===== config.mk =====
export PLATFORM = sky130hd
export DESIGN_NAME = pm_arbiter_flat
export DESIGN_NICKNAME = d
export VERILOG_FILES = /design/src/rtl/pm_arbiter_if.sv /design/src/rtl/pm_arbiter.sv /design/src/flat_wrapper.sv
export SDC_FILE = /design/constraint.sdc
export NUM_CORES = 1
export LEC_CHECK = 0
export ABC_AREA = 1
export ABC_CLOCK_PERIOD_IN_PS = 3900
export BUFFER_PORTS_ARGS = -buffer_cell sky130_fd_sc_hd__buf_2
export CORE_MARGIN = 3
export CORE_UTILIZATION = 43
export CTS_CLUSTER_SIZE = 30
export DETAILED_ROUTE_END_ITERATION = 12
export PLACE_DENSITY = 0.78
export SLEW_MARGIN = 10
export SYNTH_ARGS = -nofsm -noshare
export SYNTH_HDL_FRONTEND = slang
export SYNTH_SLANG_ARGS = --single-unit

===== constraint.sdc =====
create_clock -name clk_i -period 3.9 [get_ports clk_i]
set_input_delay 0.195 -clock clk_i [delete_from_list [all_inputs] [get_ports clk_i]]
set_output_delay 0.195 -clock clk_i [all_outputs]
set_load 0.01 [all_outputs]

===== src/rtl/pm_arbiter_if.sv =====
// Bundles the requester, response and program-memory signals of pm_arbiter.
// Latency: none (wires only).
// Backpressure: the ready signals are carried here; the arbiter drives them.
// Ports: fetch (f_*), aux (a_*) and PM (pm_*) groups. The master modport is
// the arbiter's view; the slave modport is the view of the requesters and PM
// model around it.
interface pm_arbiter_if #(
    parameter int XLEN = 32
) ();
    logic            f_rd_i;
    logic [XLEN-1:0] f_addr_i;
    logic            f_ready_o;
    logic            f_rvalid_o;
    logic [XLEN-1:0] f_rdata_o;
    logic            f_flush_i;
    logic            a_rd_i;
    logic [XLEN-1:0] a_addr_i;
    logic            a_ready_o;
    logic            a_rvalid_o;
    logic [XLEN-1:0] a_rdata_o;
    logic            pm_rd_o;
    logic [XLEN-1:0] pm_addr_o;
    logic            pm_ready_i;
    logic            pm_rvalid_i;
    logic [XLEN-1:0] pm_rdata_i;

    modport master (
        input  f_rd_i, f_addr_i, f_flush_i, a_rd_i, a_addr_i,
        input  pm_ready_i, pm_rvalid_i, pm_rdata_i,
        output f_ready_o, f_rvalid_o, f_rdata_o,
        output a_ready_o, a_rvalid_o, a_rdata_o,
        output pm_rd_o, pm_addr_o
    );

    modport slave (
        output f_rd_i, f_addr_i, f_flush_i, a_rd_i, a_addr_i,
        output pm_ready_i, pm_rvalid_i, pm_rdata_i,
        input  f_ready_o, f_rvalid_o, f_rdata_o,
        input  a_ready_o, a_rvalid_o, a_rdata_o,
        input  pm_rd_o, pm_addr_o
    );
endinterface


===== src/rtl/pm_arbiter.sv =====
// Shares one PM read port between fetch (port 0) and aux (port 1), routing in-order responses back.
// Latency: request and response paths are combinational (0 added cycles).
// Backpressure: the granted port's ready follows pm_ready_i; no grant while the in-flight tag FIFO is full.
// Ports: clk_i/rst_i (async active-high), bus (pm_arbiter_if.master),
// outstanding_o (registered FIFO count), proto_err_o (sticky orphan-response flag).
module pm_arbiter #(
    parameter int XLEN            = 32,
    parameter int MAX_OUTSTANDING = 2,
    parameter int MAX_WAIT        = 4
) (
    input  logic               clk_i,
    input  logic               rst_i,
    pm_arbiter_if.master       bus,
    output logic [3:0]         outstanding_o,
    output logic               proto_err_o
);
    // Tag FIFO storage is sized for the largest legal depth; only the first
    // MAX_OUTSTANDING slots are ever addressed.
    logic [3:0] count_q, count_d;
    logic [2:0] wr_ptr_q, wr_ptr_d;
    logic [2:0] rd_ptr_q, rd_ptr_d;
    logic [7:0] tag_q, tag_d;     // 0 = fetch, 1 = aux
    logic [7:0] disc_q, disc_d;   // response to be dropped (flushed fetch)
    logic [7:0] wait_cnt_q, wait_cnt_d;
    logic       proto_err_q, proto_err_d;

    logic pop, push, full, a_prio, grant_a, grant_f;
    logic head_tag, head_disc;

    function automatic logic [2:0] ptr_inc(input logic [2:0] p);
        return (p == 3'(MAX_OUTSTANDING - 1)) ? 3'd0 : p + 3'd1;
    endfunction

    always_comb begin
        head_tag  = tag_q[rd_ptr_q];
        head_disc = disc_q[rd_ptr_q];
        pop       = !rst_i && bus.pm_rvalid_i && (count_q != 4'd0);
        // A same-cycle pop frees a slot for this cycle's request.
        full      = (count_q - {3'd0, pop}) == 4'(MAX_OUTSTANDING);
        a_prio    = (wait_cnt_q == 8'(MAX_WAIT));
        grant_a   = !rst_i && !full && bus.a_rd_i && (a_prio || !bus.f_rd_i);
        grant_f   = !rst_i && !full && bus.f_rd_i && !grant_a;
        push      = (grant_a || grant_f) && bus.pm_ready_i;
    end

    assign bus.pm_rd_o    = grant_a || grant_f;
    assign bus.pm_addr_o  = grant_a ? bus.a_addr_i : (grant_f ? bus.f_addr_i : '0);
    assign bus.f_ready_o  = grant_f && bus.pm_ready_i;
    assign bus.a_ready_o  = grant_a && bus.pm_ready_i;
    // Fetch data popped during a redirect belongs to the old stream.
    assign bus.f_rvalid_o = pop && !head_tag && !head_disc && !bus.f_flush_i;
    assign bus.a_rvalid_o = pop && head_tag;
    assign bus.f_rdata_o  = bus.f_rvalid_o ? bus.pm_rdata_i : '0;
    assign bus.a_rdata_o  = bus.a_rvalid_o ? bus.pm_rdata_i : '0;
    assign outstanding_o  = count_q;
    assign proto_err_o    = proto_err_q;

    always_comb begin
        count_d  = count_q + {3'd0, push} - {3'd0, pop};
        rd_ptr_d = pop  ? ptr_inc(rd_ptr_q) : rd_ptr_q;
        wr_ptr_d = push ? ptr_inc(wr_ptr_q) : wr_ptr_q;
        tag_d    = tag_q;
        // Flush marks every fetch entry already in flight; the request pushed
        // in the same cycle is the redirected one, so it is written clean.
        disc_d   = bus.f_flush_i ? (disc_q | ~tag_q) : disc_q;
        if (push) begin
            tag_d[wr_ptr_q]  = grant_a;
            disc_d[wr_ptr_q] = 1'b0;
        end

        wait_cnt_d = wait_cnt_q;
        if (!bus.a_rd_i || (grant_a && bus.pm_ready_i)) begin
            wait_cnt_d = 8'd0;
        end else if (wait_cnt_q != 8'(MAX_WAIT)) begin
            wait_cnt_d = wait_cnt_q + 8'd1;
        end

        proto_err_d = proto_err_q || (bus.pm_rvalid_i && (count_q == 4'd0));
    end

    always_ff @(posedge clk_i or posedge rst_i) begin
        if (rst_i) begin
            count_q     <= 4'd0;
            wr_ptr_q    <= 3'd0;
            rd_ptr_q    <= 3'd0;
            tag_q       <= 8'd0;
            disc_q      <= 8'd0;
            wait_cnt_q  <= 8'd0;
            proto_err_q <= 1'b0;
        end else begin
            count_q     <= count_d;
            wr_ptr_q    <= wr_ptr_d;
            rd_ptr_q    <= rd_ptr_d;
            tag_q       <= tag_d;
            disc_q      <= disc_d;
            wait_cnt_q  <= wait_cnt_d;
            proto_err_q <= proto_err_d;
        end
    end
endmodule

===== src/flat_wrapper.sv =====
// flat-port wrapper written by rule: the top's interface ports become plain ports
module pm_arbiter_flat 
#(
    parameter int XLEN            = 32,
    parameter int MAX_OUTSTANDING = 2,
    parameter int MAX_WAIT        = 4
)
  (clk_i, rst_i, outstanding_o, proto_err_o, bus_f_rd_i, bus_f_addr_i, bus_f_flush_i, bus_a_rd_i, bus_a_addr_i, bus_pm_ready_i, bus_pm_rvalid_i, bus_pm_rdata_i, bus_f_ready_o, bus_f_rvalid_o, bus_f_rdata_o, bus_a_ready_o, bus_a_rvalid_o, bus_a_rdata_o, bus_pm_rd_o, bus_pm_addr_o);
  pm_arbiter_if #(.XLEN(XLEN)) bus_i ();
  input  logic clk_i;
  input  logic rst_i;
  output logic [3:0] outstanding_o;
  output logic proto_err_o;
  input wire logic [$bits(bus_i.f_rd_i)-1:0] bus_f_rd_i;
  input wire logic [$bits(bus_i.f_addr_i)-1:0] bus_f_addr_i;
  input wire logic [$bits(bus_i.f_flush_i)-1:0] bus_f_flush_i;
  input wire logic [$bits(bus_i.a_rd_i)-1:0] bus_a_rd_i;
  input wire logic [$bits(bus_i.a_addr_i)-1:0] bus_a_addr_i;
  input wire logic [$bits(bus_i.pm_ready_i)-1:0] bus_pm_ready_i;
  input wire logic [$bits(bus_i.pm_rvalid_i)-1:0] bus_pm_rvalid_i;
  input wire logic [$bits(bus_i.pm_rdata_i)-1:0] bus_pm_rdata_i;
  output wire logic [$bits(bus_i.f_ready_o)-1:0] bus_f_ready_o;
  output wire logic [$bits(bus_i.f_rvalid_o)-1:0] bus_f_rvalid_o;
  output wire logic [$bits(bus_i.f_rdata_o)-1:0] bus_f_rdata_o;
  output wire logic [$bits(bus_i.a_ready_o)-1:0] bus_a_ready_o;
  output wire logic [$bits(bus_i.a_rvalid_o)-1:0] bus_a_rvalid_o;
  output wire logic [$bits(bus_i.a_rdata_o)-1:0] bus_a_rdata_o;
  output wire logic [$bits(bus_i.pm_rd_o)-1:0] bus_pm_rd_o;
  output wire logic [$bits(bus_i.pm_addr_o)-1:0] bus_pm_addr_o;
  assign bus_i.f_rd_i = bus_f_rd_i;
  assign bus_i.f_addr_i = bus_f_addr_i;
  assign bus_i.f_flush_i = bus_f_flush_i;
  assign bus_i.a_rd_i = bus_a_rd_i;
  assign bus_i.a_addr_i = bus_a_addr_i;
  assign bus_i.pm_ready_i = bus_pm_ready_i;
  assign bus_i.pm_rvalid_i = bus_pm_rvalid_i;
  assign bus_i.pm_rdata_i = bus_pm_rdata_i;
  assign bus_f_ready_o = bus_i.f_ready_o;
  assign bus_f_rvalid_o = bus_i.f_rvalid_o;
  assign bus_f_rdata_o = bus_i.f_rdata_o;
  assign bus_a_ready_o = bus_i.a_ready_o;
  assign bus_a_rvalid_o = bus_i.a_rvalid_o;
  assign bus_a_rdata_o = bus_i.a_rdata_o;
  assign bus_pm_rd_o = bus_i.pm_rd_o;
  assign bus_pm_addr_o = bus_i.pm_addr_o;
  pm_arbiter #(.XLEN(XLEN), .MAX_OUTSTANDING(MAX_OUTSTANDING), .MAX_WAIT(MAX_WAIT)) u_core (.clk_i(clk_i), .rst_i(rst_i), .bus(bus_i), .outstanding_o(outstanding_o), .proto_err_o(proto_err_o));
endmodule

======== After elaboration in Yosys (flattened, before gate mapping) ========
Index checks and enable logic that the tools add are counted.
word-level totals
  register bits ........................... 35
  input port bits ......................... 103
cells by class
  add/sub/neg operators ................... 6
  order comparisons ....................... 3
  eq/ne operators ......................... 5
  multiplexer cells ....................... 17
  bitwise gates (word level) .............. 4
  reductions and logical operators ........ 31
operators by type and width
  cell                                                               number
  two-way mux 32 bit                                                 4
  two-way mux 8 bit                                                  4
  logical AND 1 bit                                                  16
  NOT 8 bit                                                          2
  adder 8 x 1 -> 8 bit, second input constant                        1
  bitwise AND 8 bit                                                  1
  bitwise mux 8 bit                                                  1
  == test 8 x 3 -> 1 bit, second input constant                      1
  zero test 1 bit                                                    8
  less-than comparator 3 x 4 -> 1 bit, second input constant         2
  != test 8 x 3 -> 1 bit, second input constant                      1
  OR 8 bit                                                           1
  subtractor 4 x 1 -> 4 bit                                          2
  adder 3 x 1 -> 3 bit, second input constant                        2
  binary-select mux 1 bit (select 3 bit)                             2
  == test 3 x 1 -> 1 bit, second input constant                      2
  two-way mux 3 bit                                                  2
  adder 4 x 1 -> 4 bit                                               1
  == test 4 x 2 -> 1 bit, second input constant                      1
  zero test 4 bit                                                    1
  logical OR 1 bit                                                   4
  nonzero test 4 bit                                                 1
  demux 1 bit (select 3 bit)                                         1
  greater-or-equal comparator 3 x 1 -> 1 bit, second input constant  1
  2 further kinds                                                    4

======== Longest topological paths before layout ========
Gate-level depths: netlist of run 1.
  depth in word-level cells ............... 15
  mapped depth ............................ 20
  mapped depth without buffers ............ 19

======== Worst setup path before layout of run 1 ========
OpenSTA, ideal clock, no wires.
  kind .................................... input port to flip-flop
  from .................................... in rst_i
  to ...................................... reg u_core.count_q[2] (netlist: u_core.outstanding_o[2])
  library setup time ...................... 0.123 ns
  data arrival time ....................... 3.477 ns
  required time ........................... 3.777 ns
  path slack .............................. 0.300 ns
  stages on the path ...................... 16
  cell sequence ........................... inv_1 nand3_1 inv_1 ha_1 inv_1 ha_1 nand2_1 nor2_1 nand2_1 o211ai_1 nor2_1 buf_2 ha_1 inv_1 fa_1 xor2_1
on the way
  cells in the longest elaborated chain, start to end .. 15
  elaborated cells between the ends (all ways) .. 16
RTL lines
  element                          RTL line                                              source
  start: declaration               flat_wrapper.sv:11                                    input logic rst_i;
  zero test 1 bit (*)              pm_arbiter.sv:37, pm_arbiter.sv:41, pm_arbiter.sv:42
  logical AND 1 bit (2 in series)  pm_arbiter.sv:37                                      pop = !rst_i && bus.pm_rvalid_i && (count_q != 4'd0);
  subtractor 4 x 1 -> 4 bit        pm_arbiter.sv:39                                      full = (count_q - {3'd0, pop}) == 4'(MAX_OUTSTANDING);
  == test 4 x 2 -> 1 bit           pm_arbiter.sv:39
  zero test 1 bit                  pm_arbiter.sv:41, pm_arbiter.sv:42
  logical AND 1 bit                pm_arbiter.sv:41, pm_arbiter.sv:42
  logical AND 1 bit (2 in series)  pm_arbiter.sv:41                                      grant_a = !rst_i && !full && bus.a_rd_i && (a_prio || !bus.f_rd_i);
  zero test 1 bit                  pm_arbiter.sv:42                                      grant_f = !rst_i && !full && bus.f_rd_i && !grant_a;
  logical AND 1 bit                pm_arbiter.sv:42
  logical OR 1 bit                 pm_arbiter.sv:43                                      push = (grant_a || grant_f) && bus.pm_ready_i;
  logical AND 1 bit                pm_arbiter.sv:43
  adder 4 x 1 -> 4 bit             pm_arbiter.sv:59                                      count_d = count_q + {3'd0, push} - {3'd0, pop};
  subtractor 4 x 1 -> 4 bit (*)    pm_arbiter.sv:59
  named net u_core.count_d[2]      pm_arbiter.sv:19                                      logic [3:0] count_q, count_d;
  end signal: assignment           pm_arbiter.sv:91                                      count_q <= count_d;
  end: declaration                 pm_arbiter.sv:19
The timed path passes the listed nets; every way through them passes the cells marked *.
A chain may end at the register's enable or synchronous reset.

======== Worst setup path in the final report of run 1 ========
  from .................................... reg u_core.count_q[2] (netlist: u_core.outstanding_o[2])
  to ...................................... out bus_pm_addr_o[5]
on the way
  cells in the longest elaborated chain, start to end .. 12
  elaborated cells between the ends (all ways) .. 13
RTL lines
  element                          RTL line                            source
  nonzero test 4 bit               pm_arbiter.sv:37
  logical AND 1 bit                pm_arbiter.sv:37
  subtractor 4 x 1 -> 4 bit (*)    pm_arbiter.sv:39
  == test 4 x 2 -> 1 bit (*)       pm_arbiter.sv:39
  zero test 1 bit (*)              pm_arbiter.sv:41, pm_arbiter.sv:42
  logical AND 1 bit (*)            pm_arbiter.sv:41, pm_arbiter.sv:42
  logical AND 1 bit (2 in series)  pm_arbiter.sv:41
  zero test 1 bit                  pm_arbiter.sv:42
  logical AND 1 bit                pm_arbiter.sv:42
  two-way mux 32 bit               pm_arbiter.sv:47                    assign bus.pm_addr_o = grant_a ? bus.a_addr_i : (grant_f ? bus.f_addr_i : '0);
  two-way mux 32 bit (*)           pm_arbiter.sv:47
  end: declaration                 flat_wrapper.sv:29                  output wire logic [$bits(bus_i.pm_addr_o)-1:0] bus_pm_addr_o;
Mark *: on every way between the ends. The rest lies on a longest branch, timed or not.

==> impl_metrics.csv, run 1 <==
group,metric,value,unit
run_status,status,"finished, final reports clean",
synthesis,yosys.area.top_type_share,27.02,%
hold_path,min_path_type,"input pin to async pin",
critical_path,start_kind,"register",
sta,slew_violations,0,
pwr,p_leak,2.587,nW
drt,routedWlPerCell,12.01,um
synthesis,async_flop_share,100.0,%
sta,setup_viol,0,
drt,drc,0,
die,io_pins,209,
die,rows,31,
placed_design,pre_cts_ws,811.9,ps
synthesis,yosysTopAreaCell,"dfrtp_1",
synthesis,synth.distinct_cells,34,
synthesis,synth_edf_count,0,
grt,busiest_layer,"met2",
pwr,ir_drop,310.8,uV
critical_path,required,3700,ps
synthesis,yosysMostFrequentCell,"nand2_1",
placed_design,io_buffers,208,
placed_design,dp_hpwl,7.611,mm
die,initial_utilization,44.46,%
clock_network,hold_buffers,0,
synthesis,synth_ff_type,"dfrtp_1",
synthesis,synth_fp_nets,582,
drt,vias,3644,
cells_and_area,final_core_util,59.63,%
clock_network,ctsHtreeMaxLevel,2,
sta,worstMarginPinSlew,918.8,ps
cells_and_area,layout-drive-gt1-share,45.80,%
pwr,p_per_area,447.4,nW/um^2
clock_network,cts_buffer_depth,2,
critical_path,worst_setup_path_end_kind,"primary output",
cells_and_area,final_nets,779,
drt,drt-total-wl,9.187,mm
clock_network,cts.sinks,35,
die,core-area,7292,um^2
grt,grt_max_degree,41,
placed_design,dp.cells,757,
drt,drt-pass1-iter-count,6,
synthesis,netlist_instances,468,
grt,track_usage,21.33,%
clock_network,path_clk_slew,70,ps
cells_and_area,area_growth,34.12,%
clock_network,cts-root-buf,"clkbuf_8",
clock_network,cts_buffers,5,
sta,slew_headroom,38.68,%
clock_network,post_cts_buffers,0,
sta,clock.fmax,301.1,MHz
sta,fin_ws,579.1,ps
grt,met3_usage,5.199,%
critical_path,worstReg2RegStart,"u_core.outstanding_o[2]",
grt,global_route.usage.met2,41.33,%
placed_design,gp_congestion,0.8320,
clock_network,cts.repair.resized,0,
grt,grt_use_met1,22.09,%
critical_path,worstPathArrival,3130,ps
sta,hold_violations,0,
sta,rsz0062_at_grt,"no",
run,maxCapViolCount,0,
die,die_x,92.83,um
die,die_area,8617,um^2
synthesis,synth_area_leaders,"dfrtp_1, nand2_1, nor3_2, inv_1, nor2_2",
synthesis,yosysWarnings,0,
clock_network,clk_latency,290,ps
synthesis,yosys_register_bits,35,
clock_network,tritoncts,"yes",
drt,ant_nets,0,
sta,period_share,85.15,%
synthesis,yosysSeqAreaShare,27.02,%
grt,grt_overflow,0,
critical_path,crit_path_start,"u_core.outstanding_o[2]",
drt,drt_iter0_markers,180,
critical_path,path_class,"register to primary output",
cells_and_area,fin_cells,765,
sta,tns,0,ps
cells_and_area,antennaDiodeCount,0,
synthesis,ys_top_cells_by_count,"nand2_1, inv_1, dfrtp_1, nor2_1, nor2_2",
grt,antenna_found_initial,0,
sta,clock_skew,4.166,ps
grt,grt_first_pass_wirelength,15.21,mm
drt,via_per_inst,4.763,
grt,grt_pass1_vias,3500,
die,fp.dieH,92.83,um
sta,fin_crit,3321,ps
synthesis,netlist_area,3242,um^2
synthesis,avgSynthCellArea,6.927,um^2
critical_path,cp_max_fo,32,
==> cell type report <==
class	instances	area, um^2
clock buffer	8	100.1
timing repair buffer	212	1071
tap	99	123.9
inverter	74	287.8
multi-input combinational	337	1889
sequential	35	875.8
fill	665	2944
==> flip-flops by register name, indices dropped and copies added (netlist names) <==
name / flops
u_core.tag_q: 8
u_core.proto_err_o: 1
u_core.wait_cnt_q: 8
u_core.wr_ptr_q: 3
u_core.rd_ptr_q: 3
u_core.outstanding_o: 4
u_core.disc_q: 8
==> critical path, stage by stage, from the launching register on <==
cell and delay, ps:
dfrtp_1 380, inv_2 70, ha_1 190, nand3_1 90, nand3_1 120, inv_1 190
ha_1 300, inv_1 80, ha_1 290, nand2_1 70, nor2_1 40, nand2_1 100
nand2_2 110, nor3_4 180, buf_4 310, nand2_1 90, nand2_1 60, buf_2 140
==> kinds of logic (layout without fill, tap and decap cells) <==
kind of cell | after synthesis | after routing | synth area share (%)
adder cells (fa/ha/maj) | 11 | 11 | 4.477
AO/OA/AOI/OAI | 42 | 42 | 7.449
AND/OR/NAND/NOR | 277 | 277 | 44.27
XOR/XNOR | 7 | 7 | 1.891
flip-flops | 35 | 35 | 27.02
buffers and inverters | 96 | 294 | 14.90
==> path summary, 6_finish.rpt <==
| kind | to | slack (ps) | cells past startpoint |
|---|---|---|---|
| worst max register to register | u_core.outstanding_o[2] | 790 | 17 |
| max in group asynchronous | u_core.wr_ptr_q[2] | 3510 | 3 |
| worst min-delay path | u_core.proto_err_o | 50 | 3 |
| min in group clk_i | u_core.proto_err_o | 170 | 3 |
| worst min register to register | u_core.tag_q[1] | 470 | 2 |
| worst max-delay path | bus_pm_addr_o[5] | 580 | 17 |
==> layout by cell type (no fill, tap or decap), types with 4 or more instances in the layout <==
cell type / n
clkbuf_8: 7
nand3_1: 19
nor2_1: 35
buf_2: 208
ha_1: 10
buf_4: 4
nor2_2: 30
nand2_1: 140
inv_1: 68
o21ai_0: 11
nor3_2: 29
xor2_1: 6
nor3_1: 6
a21oi_1: 20
dfrtp_1: 35
nand3_2: 10
inv_2: 4
==> layer usage <==
layer / vias up / routed length, um / part of all wire [%]
met5: - / 0 / 0
met4: 0 / 184 / 2.0
met3: 17 / 865 / 9.4
met2: 174 / 4830 / 53
met1: 1623 / 3307 / 36
li1: 1830 / - / -
==> per-stage QoR <==
stage | power [mW] | area [um^2] | hold slack (ps)
after floorplan | 1.420 | 3242 | 330.2
after global placement | 1.634 | 4248 | 378.8
after detailed placement | 1.668 | 4248 | 380.8
after CTS | 1.962 | 4348 | 67.94
after global routing | 2.127 | 4348 | 101.2
final | 1.945 | 4348 | 50.77
==> where the power goes <==
| part | internal, mW | switching, mW |
|---|---|---|
| sequential | 0.467 | 0.103 |
| clock | 0.161 | 0.124 |
| combinational | 0.370 | 0.720 |
Power figures use the tool's default switching activity.
==> run 2, diff against run 1 <==
--- a/config.mk
+++ b/config.mk
@@ -10,9 +10,8 @@
 export BUFFER_PORTS_ARGS = -buffer_cell sky130_fd_sc_hd__buf_2
 export CORE_MARGIN = 3
 export CORE_UTILIZATION = 43
-export CTS_CLUSTER_SIZE = 30
 export DETAILED_ROUTE_END_ITERATION = 12
-export PLACE_DENSITY = 0.78
+export PLACE_DENSITY = 0.81
 export SLEW_MARGIN = 10
 export SYNTH_ARGS = -nofsm -noshare
 export SYNTH_HDL_FRONTEND = slang
==> run 2 against run 1 <==
Against the previous run: global-route usage decreased by 0.099 points; final cell count decreased by 0.13%; via count decreased by 1.3%; sequential share of layout area increased by 0.058 points; sequential power about the same; hold slack improved by 0.56 ps; power decreased by 0.87%; sequential cell count unchanged; critical path depth unchanged; worst setup slack improved by 19 ps; critical endpoint is now bus_pm_addr_o[13]; largest power group unchanged.
==> impl_metrics.csv, run 2 (synthesis gave the netlist of run 1 again) <==
group,metric,value,unit
grt,grt_pass1_vias,3440,
die,die_area,8617,um^2
clock_network,cts-root-buf,"clkbuf_8",
sta,slew_violations,0,
sta,hold_violations,0,
pwr,p_leak,2.582,nW
grt,grt_first_pass_wirelength,14.93,mm
critical_path,start_kind,"register",
clock_network,hold_buffers,0,
die,die_x,92.83,um
pwr,p_int,0.9766,mW
clock_network,cts.sinks,35,
cells_and_area,final_nets,779,
cells_and_area,layout_commonest_cell,"buf_2",
clock_network,path_clk_slew,70,ps
cells_and_area,mostFrequentLayoutCells,"buf_2, nand2_1, inv_1, nor2_1, dfrtp_1",
critical_path,worst_setup_path_end_kind,"primary output",
critical_path,path_common_cell,"nand2_1",
pwr,netSwitchingFraction,49.35,%
drt,drt_iter0_markers,153,
drt,drt-total-wl,9.345,mm
pwr,p_comb_share,56.4,%
sta,clock_skew,2.730,ps
pwr,p_per_area,444.8,nW/um^2
grt,track_usage,21.23,%
grt,grt_max_degree,41,
critical_path,rr_worst_depth,17,
die,fp.dieH,92.83,um
critical_path,crit_slowest_cell,"dfrtp_1",
drt,routedWlPerCell,12.23,um
sta,hold_ws,51.33,ps
critical_path,cp_max_fo,32,
critical_path,path_delay_family,"simple AND/OR/NAND/NOR gates",
sta,period_share,84.67,%
critical_path,r2r_slack,820,ps
placed_design,dp_hpwl,7.705,mm
cells_and_area,area_growth,33.73,%
die,core-area,7292,um^2
critical_path,r2r-end,"u_core.outstanding_o[2]",
drt,drt-pass1-iter-count,4,
sta,worstMarginPinSlew,887.5,ps
clock_network,cts_buffer_depth,2,
clock_network,cts.repair.resized,0,
clock_network,cts_buffers,5,
critical_path,worstPathArrival,3110,ps
die,rows,31,
pwr,seq_power_share,29.7,%
hold_path,min_path_type,"input pin to async pin",
clock_network,post_cts_buffers,0,
drt,drc,0,
sta,setup_viol,0,
placed_design,gp_congestion,0.8625,
critical_path,critical_path_buf_inv_count,5,
run_status,status,"finished, final reports clean",
clock_network,ctsHtreeMaxLevel,2,
pwr,ir_drop,257.6,uV
die,io_pins,209,
cells_and_area,largest_registers,"u_core.disc_q x8, u_core.tag_q x8, u_core.wait_cnt_q x8",
drt,via_per_inst,4.708,
critical_path,path_class,"register to primary output",
grt,antenna_found_initial,0,
clock_network,clk_latency,290,ps
sta,rsz0062_at_grt,"no",
pwr,pwr-share-clk,14.0,%
sta,fin_ws,597.8,ps
pwr,p_sw,0.9517,mW
cells_and_area,layout-drive-gt1-share,45.86,%
cells_and_area,antennaDiodeCount,0,
cells_and_area,final_core_util,59.45,%
critical_path,crit_path_max_incr_delay,390,ps
die,initial_utilization,44.46,%
placed_design,io_buffers,208,
sta,slew_headroom,40.77,%
critical_path,worstReg2RegStart,"u_core.outstanding_o[2]",
sta,fin_crit,3302,ps
sta,clock.fmax,302.8,MHz
critical_path,path_cells,"inv_2 > ha_1 > nand3_1 > nand3_1 > inv_1 > ha_1 > inv_1 > ha_1 > nand2_1 > nor2_1 > nand2_1 > nand2_2 > nor3_4 > buf_4 > nand2_1 > nand2_1 > buf_2",
drt,ant_nets,0,
run,maxCapViolCount,0,
placed_design,pre_cts_ws,840.5,ps
critical_path,required,3700,ps
drt,vias,3597,
sta,tns,0,ps
clock_network,tritoncts,"yes",
grt,grt_overflow,0,
## run 2: cell types whose count changed in the layout (fill, tap and decap cells not counted)
cell,before,now
clkbuf_1,1,0
clkinv_2,0,1
clkbuf_8,7,6
## run 2: per-layer routing
layer	track usage (%)	part of all wire, %	vias up
li1	-	-	1827
met1	21.85	37	1569
met2	41.27	52	177
met3	3.818	7.9	24
met4	9.158	2.7	0
met5	0	0	-
## run 2: worst min-delay path, cell delays in order
cell and delay, ps:
buf_2 90, inv_1 80, buf_4 420
## run 2: metrics by stage
stage               instance area (um^2)  power, mW  cells
global route                        4335      2.094    764
global placement                    4248      1.632    757
finish                              4335      1.928    764
detailed placement                  4248      1.672    757
CTS                                 4335      1.944    764
floorplan                           3242      1.420    468
## run 2: final cells by class
cell class	count	area [um^2]
fill	667	2957
multi-input combinational	337	1889
timing repair buffer	212	1071
sequential	35	875.8
inverter	74	287.8
tap	99	123.9
clock buffer	6	82.58
clock inverter	1	5.005
## run 2: power groups by stage
stage	Clock (mW)	Sequential, mW	Combinational (mW)
final	0.269	0.572	1.09
after global routing	0.290	0.585	1.22
after CTS	0.274	0.570	1.10
after detailed placement	0	0.577	1.09
after global placement	0	0.571	1.06
after floorplan	0	0.553	0.867
## run 2: how the worst max path moves through the flow
stage	startpoint	endpoint	slack [ps]	depth (start not counted)
CTS	u_core.outstanding_o[2]	bus_pm_addr_o[30]	570	17
finish	u_core.outstanding_o[2]	bus_pm_addr_o[13]	600	17
detailed placement	u_core.outstanding_o[2]	u_core.outstanding_o[2]	840	17
global placement	u_core.outstanding_o[2]	u_core.outstanding_o[2]	970	17
global route	u_core.outstanding_o[2]	bus_pm_addr_o[13]	270	17
floorplan	rst_i	u_core.outstanding_o[2]	300	16
